$ cat config.mk
export PLATFORM = sky130hd
export DESIGN_NAME = snake_pixel_gen
export DESIGN_NICKNAME = d
export VERILOG_FILES = /design/src/rtl/snake_pixel_gen.sv
export SDC_FILE = /design/constraint.sdc
export NUM_CORES = 1
export LEC_CHECK = 0
export BUFFER_PORTS_ARGS = -buffer_cell sky130_fd_sc_hd__buf_2
export CAP_MARGIN = 10
export CORE_UTILIZATION = 40
export CTS_CLUSTER_SIZE = 40
export DETAILED_ROUTE_END_ITERATION = 7
export PLACE_DENSITY_LB_ADDON = 0.2
export SYNTH_ARGS = -nofsm -noshare
export SYNTH_HDL_FRONTEND = slang
export SYNTH_SLANG_ARGS = --single-unit
$ cat constraint.sdc
create_clock -name clk -period 1.5 [get_ports clk]
set_clock_uncertainty 0.05 [all_clocks]
set_input_delay 0.075 -clock clk [delete_from_list [all_inputs] [get_ports clk]]
set_output_delay 0.075 -clock clk [all_outputs]
set_load 0.01 [all_outputs]
$ cat src/rtl/snake_pixel_gen.sv
// snake_pixel_gen: two-stage pipeline that turns cell-map codes into 1-bit-per-channel VGA colour.
// Optional macro SNAKE_BORDER_EN paints the outer ring of cells white (111).
module snake_pixel_gen (
    input  logic        clk,
    input  logic        rst,
    input  logic        de,
    input  logic [9:0]  x_dis,
    input  logic [9:0]  y_dis,
    input  logic        game_over,
    output logic [10:0] map_addr,
    input  logic [1:0]  map_data,
    output logic        nvga_r,
    output logic        nvga_g,
    output logic        nvga_b,
    output logic        frame_tick
);

    logic [5:0]  cell_x;
    logic [4:0]  cell_y;
    logic        inb;
    logic        pix_valid;
    logic        last_pixel;
    logic [10:0] addr_next;
    logic        de_d1;
    logic        flash_d1;
    logic [3:0]  frame_cnt;
    logic [2:0]  rgb_next;
`ifdef SNAKE_BORDER_EN
    logic        border_d1;
`endif

    assign cell_x     = x_dis[9:4];
    assign cell_y     = y_dis[8:4];
    assign inb        = (x_dis < 10'd640) && (y_dis < 10'd480);
    assign pix_valid  = de && inb;
    assign last_pixel = de && (x_dis == 10'd639) && (y_dis == 10'd479);

    // cell_y*40 built from shifts; the widest result (1199) fits in 11 bits
    assign addr_next = {1'b0, cell_y, 5'b00000} + {3'b000, cell_y, 3'b000} + {5'b00000, cell_x};

    // Stage 0: address is held while blanked so the RAM does not see spurious reads
    always_ff @(posedge clk or posedge rst) begin
        if (rst) begin
            map_addr <= '0;
            de_d1    <= 1'b0;
            flash_d1 <= 1'b0;
        end else begin
            if (pix_valid) begin
                map_addr <= addr_next;
            end
            de_d1    <= pix_valid;
            flash_d1 <= game_over && frame_cnt[3];
        end
    end

`ifdef SNAKE_BORDER_EN
    always_ff @(posedge clk or posedge rst) begin
        if (rst) begin
            border_d1 <= 1'b0;
        end else begin
            border_d1 <= (cell_x == 6'd0) || (cell_x == 6'd39) ||
                         (cell_y == 5'd0) || (cell_y == 5'd29);
        end
    end
`endif

    always_ff @(posedge clk or posedge rst) begin
        if (rst) begin
            frame_tick <= 1'b0;
            frame_cnt  <= '0;
        end else begin
            frame_tick <= last_pixel;
            if (frame_tick) begin
                frame_cnt <= frame_cnt + 4'd1;
            end
        end
    end

    // Stage 1 colour: snake segments flash red during the game-over blink phase
    always_comb begin
        rgb_next = 3'b000;
        if (de_d1) begin
            case (map_data)
                2'b01:   rgb_next = flash_d1 ? 3'b100 : 3'b010;
                2'b10:   rgb_next = flash_d1 ? 3'b100 : 3'b110;
                2'b11:   rgb_next = 3'b100;
                default: rgb_next = 3'b000;
            endcase
`ifdef SNAKE_BORDER_EN
            if (border_d1) begin
                rgb_next = 3'b111;
            end
`endif
        end
    end

    always_ff @(posedge clk or posedge rst) begin
        if (rst) begin
            nvga_r <= 1'b0;
            nvga_g <= 1'b0;
            nvga_b <= 1'b0;
        end else begin
            nvga_r <= rgb_next[2];
            nvga_g <= rgb_next[1];
            nvga_b <= rgb_next[0];
        end
    end

endmodule

==> results.tsv <==
metric	value	unit
wirelength, routed	2370	um
chip height	54.1	um
worst vdd ir	844	uV
Setup-failing EPs final	4	
die area	2930	um2
clock-pin transition on the worst setup and hold timing paths	120	ps
failing checks	negative setup slack	
dpl hpwl	1890	um
num ports	41	
Crit path largest cell delay	540	ps
Routed Antenna Nets	0	
Max FO, Critical Path	2	
CP top delay family	adder cells	
# H-tree levels	1	
DRC	0	
clk_lat worst skew	300	ps
Site Rows	18	
CTS tree	built	
Warnings, synthesis	0	
Power Dens Cells	957	nW/um2
slew margin rel.	49.6	%
first-pass GRT wire length	3920	um
Post-synth EDFFs	0	
vias in the first global route	936	
crit path from	x_dis[9]	
hold_sp	x_dis[8]	
fin crit period	1700	ps
antenna violations before repair	0	
area grow syn2layout	51.6	%
Place WS	-604	ps
Most used DFF post-synth	dfrtp_1	
Lkg Pwr	0.874	nW
worst-path cell chain	buf_8 > inv_8 > fa_1 > inv_2 > fa_2 > a21o_1 > a21o_1 > xor2_1 > mux2_4	
register area share after synthesis	46.1	%
mapped cell area	1090	um2
non-filler instance count after layout	194	
via count	937	
Layout fillers	211	
All-Layer GR Usage	19.1	%
Fmax	589	MHz
Worst EP arrival	1850	ps
Buf/Inv on CP	3	
n_diodes	0	
die width	54.1	um
Placed Cells incl. Taps	178	
FF+latch count, synth	20	
fin area	1650	um2
CP startpoint kind	input port	
DR WL/cell	12.2	um
Yosys cell types	32	
max-cap viol count	0	
Port Buffer Count	39	
Hold Vio Cnt, Final	0	
core area	2520	um2
Hold Crit Class	input port to register	
routability cong.	0.817	
Worst-Margin Slew	755	ps
grt total ovfl	0	
most used cell, CP	a21o_1	
fin crit share	113	%
Avg Cell Area, Syn	11.7	um2
Final Net Count	203	
status	finished, violations left	
layout cells sized above 1	49.4	%
deepest clock path buffer count	2	
RSZ-0062 raised after global routing	true	
CTS Root Buffer Type	clkbuf_4	
DRT Pass-1 Iters	4	
pin count of the biggest net entering global routing	21	
Async S/R FF share, synth	100	%
Slew Viols, Final	0	
Critical R2R Launch	frame_cnt[0]	
CTS Sinks	20	
CP max-delay cell	fa_1	
Tot Pwr	0.00158	W
Cells after Synth	93	
Placed Area	1450	um2
Initial Util	43.1	%
Crit path required time	1650	ps
Setup CP Type	input port to register	
CTS buffer count	3	
Net Count, Synth	131	
initial DRC count	10	
fin worst setup slack	-199	ps
vias per cell	4.83	
crit end category	register	
-- metrics by stage --
stage               setup TNS [ps]  utilization (%)  hold WS (ps)
CTS                           -311             64.5          3.21
finish                        -465             65.3          12.6
global placement             -2340             57.4           182
floorplan                     -904                -         -11.2
detailed placement           -2510             57.4           201
global route                  -628             65.3         0.766
-- area by class of cell --
| class | count | area, um2 | share of cell area, % |
|---|---|---|---|
| Multi-Input combinational cell | 64 | 569 | 34.6 |
| Sequential cell | 20 | 500 | 30.4 |
| Timing Repair Buffer | 69 | 453 | 27.5 |
| Tap cell | 30 | 37.5 | 2.28 |
| Inverter | 7 | 33.8 | 2.05 |
| Clock inverter | 1 | 30.0 | 1.82 |
| Clock buffer | 3 | 22.5 | 1.37 |
-- routing by layer --
layer	routed length, um	up-vias	global-route usage [%]
met5	0	-	0
met4	12	0	7.69
met3	104	2	3.67
met2	1220	30	35.2
met1	1030	437	21.3
li1	-	468	-
-- synthesized netlist by cell type (all sizes together), types with 2 or more instances --
cell type,instances,share of area [%]
xor2,2,1.6
dfrtp,20,46
mux2,8,8.3
ha,10,12
fa,2,3.7
a21o,3,2.1
nor2,2,0.69
a21oi,3,1.4
inv,6,2.1
buf,2,1.7
o21ai,3,1.4
xnor2,4,3.2
nand4,4,2.3
nand2,7,2.4
-- cell usage in the layout, fill, tap and decap left out, drive strengths merged --
| cell type | netlist | routed |
|---|---|---|
| o21a | 1 | 1 |
| dfrtp | 20 | 20 |
| xor2 | 2 | 2 |
| nand4b | 1 | 1 |
| nand4 | 4 | 4 |
| clkbuf | 0 | 3 |
| or2 | 1 | 1 |
| o21ai | 3 | 3 |
| a21oi | 3 | 3 |
| nand3 | 1 | 1 |
| a21o | 3 | 3 |
| a221o | 1 | 1 |
| a2111o | 1 | 1 |
| or3 | 1 | 1 |
| nor3 | 1 | 1 |
| ha | 10 | 10 |
| nand2 | 7 | 7 |
| nand2b | 1 | 1 |
| inv | 6 | 6 |
| nor2b | 1 | 1 |
| and4b | 1 | 1 |
| a211o | 1 | 1 |
| xnor2 | 4 | 4 |
| buf | 2 | 60 |
| fa | 2 | 2 |
| clkinv | 1 | 1 |
| conb | 1 | 1 |
| o211ai | 1 | 1 |
| dlygate4sd3 | 0 | 9 |
| bufinv | 0 | 1 |
| mux2 | 8 | 8 |
| and2 | 1 | 1 |
| nor3b | 1 | 1 |
| nor2 | 2 | 2 |
-- what timing repair did --
item | CTS | global route
hold endpoints to repair | 27 | 0
gates resized for setup | 7 | 2
setup endpoints to repair | 4 | 4
hold buffers | 9 | 0
setup buffers | 1 | 2
pin swaps | 3 | 2
-- final timing paths --
| kind | to | slack, ps | cells after the start |
|---|---|---|---|
| max | map_addr[8] | -200 | 9 |
| min | frame_tick | 10 | 3 |
| max reg2reg | frame_cnt[1] | 380 | 2 |
| min reg2reg | nvga_g | 400 | 1 |
| max in group asynchronous | frame_cnt[2] | 540 | 3 |
| min in group asynchronous | de_d1 | 390 | 3 |
-- power breakdown --
part	total [W]	internal [W]	switching (W)
combinational	0.000481	0.000264	0.000217
sequential	0.000656	0.000617	0.0000388
clock	0.000439	0.000270	0.000169
-- logic make-up (layout without fill, tap and decap cells) --
| kind of cell | Yosys count | count (layout) | share of synthesized area (%) |
|---|---|---|---|
| XOR/XNOR | 6 | 6 | 4.84 |
| flip-flops | 20 | 20 | 46.1 |
| multiplexers | 8 | 8 | 8.30 |
| buffers and inverters | 9 | 80 | 4.15 |
| AO/OA/AOI/OAI | 14 | 14 | 9.45 |
| other | 1 | 1 | 0.345 |
| adder cells (fa/ha/maj) | 12 | 12 | 15.2 |
| AND/OR/NAND/NOR | 23 | 23 | 11.6 |
-- registers in the layout, indices dropped and copies added (netlist names) --
signal and count:
map_addr 11, frame_cnt 4, de_d1 1, flash_d1 1, frame_tick 1, nvga_g 1, nvga_r 1
-- worst min-delay path, cell delays in order --
cell and delay [ps]:
buf_2 80, or2_1 120, nor3_1 60
(Power assumes the default switching activity.)
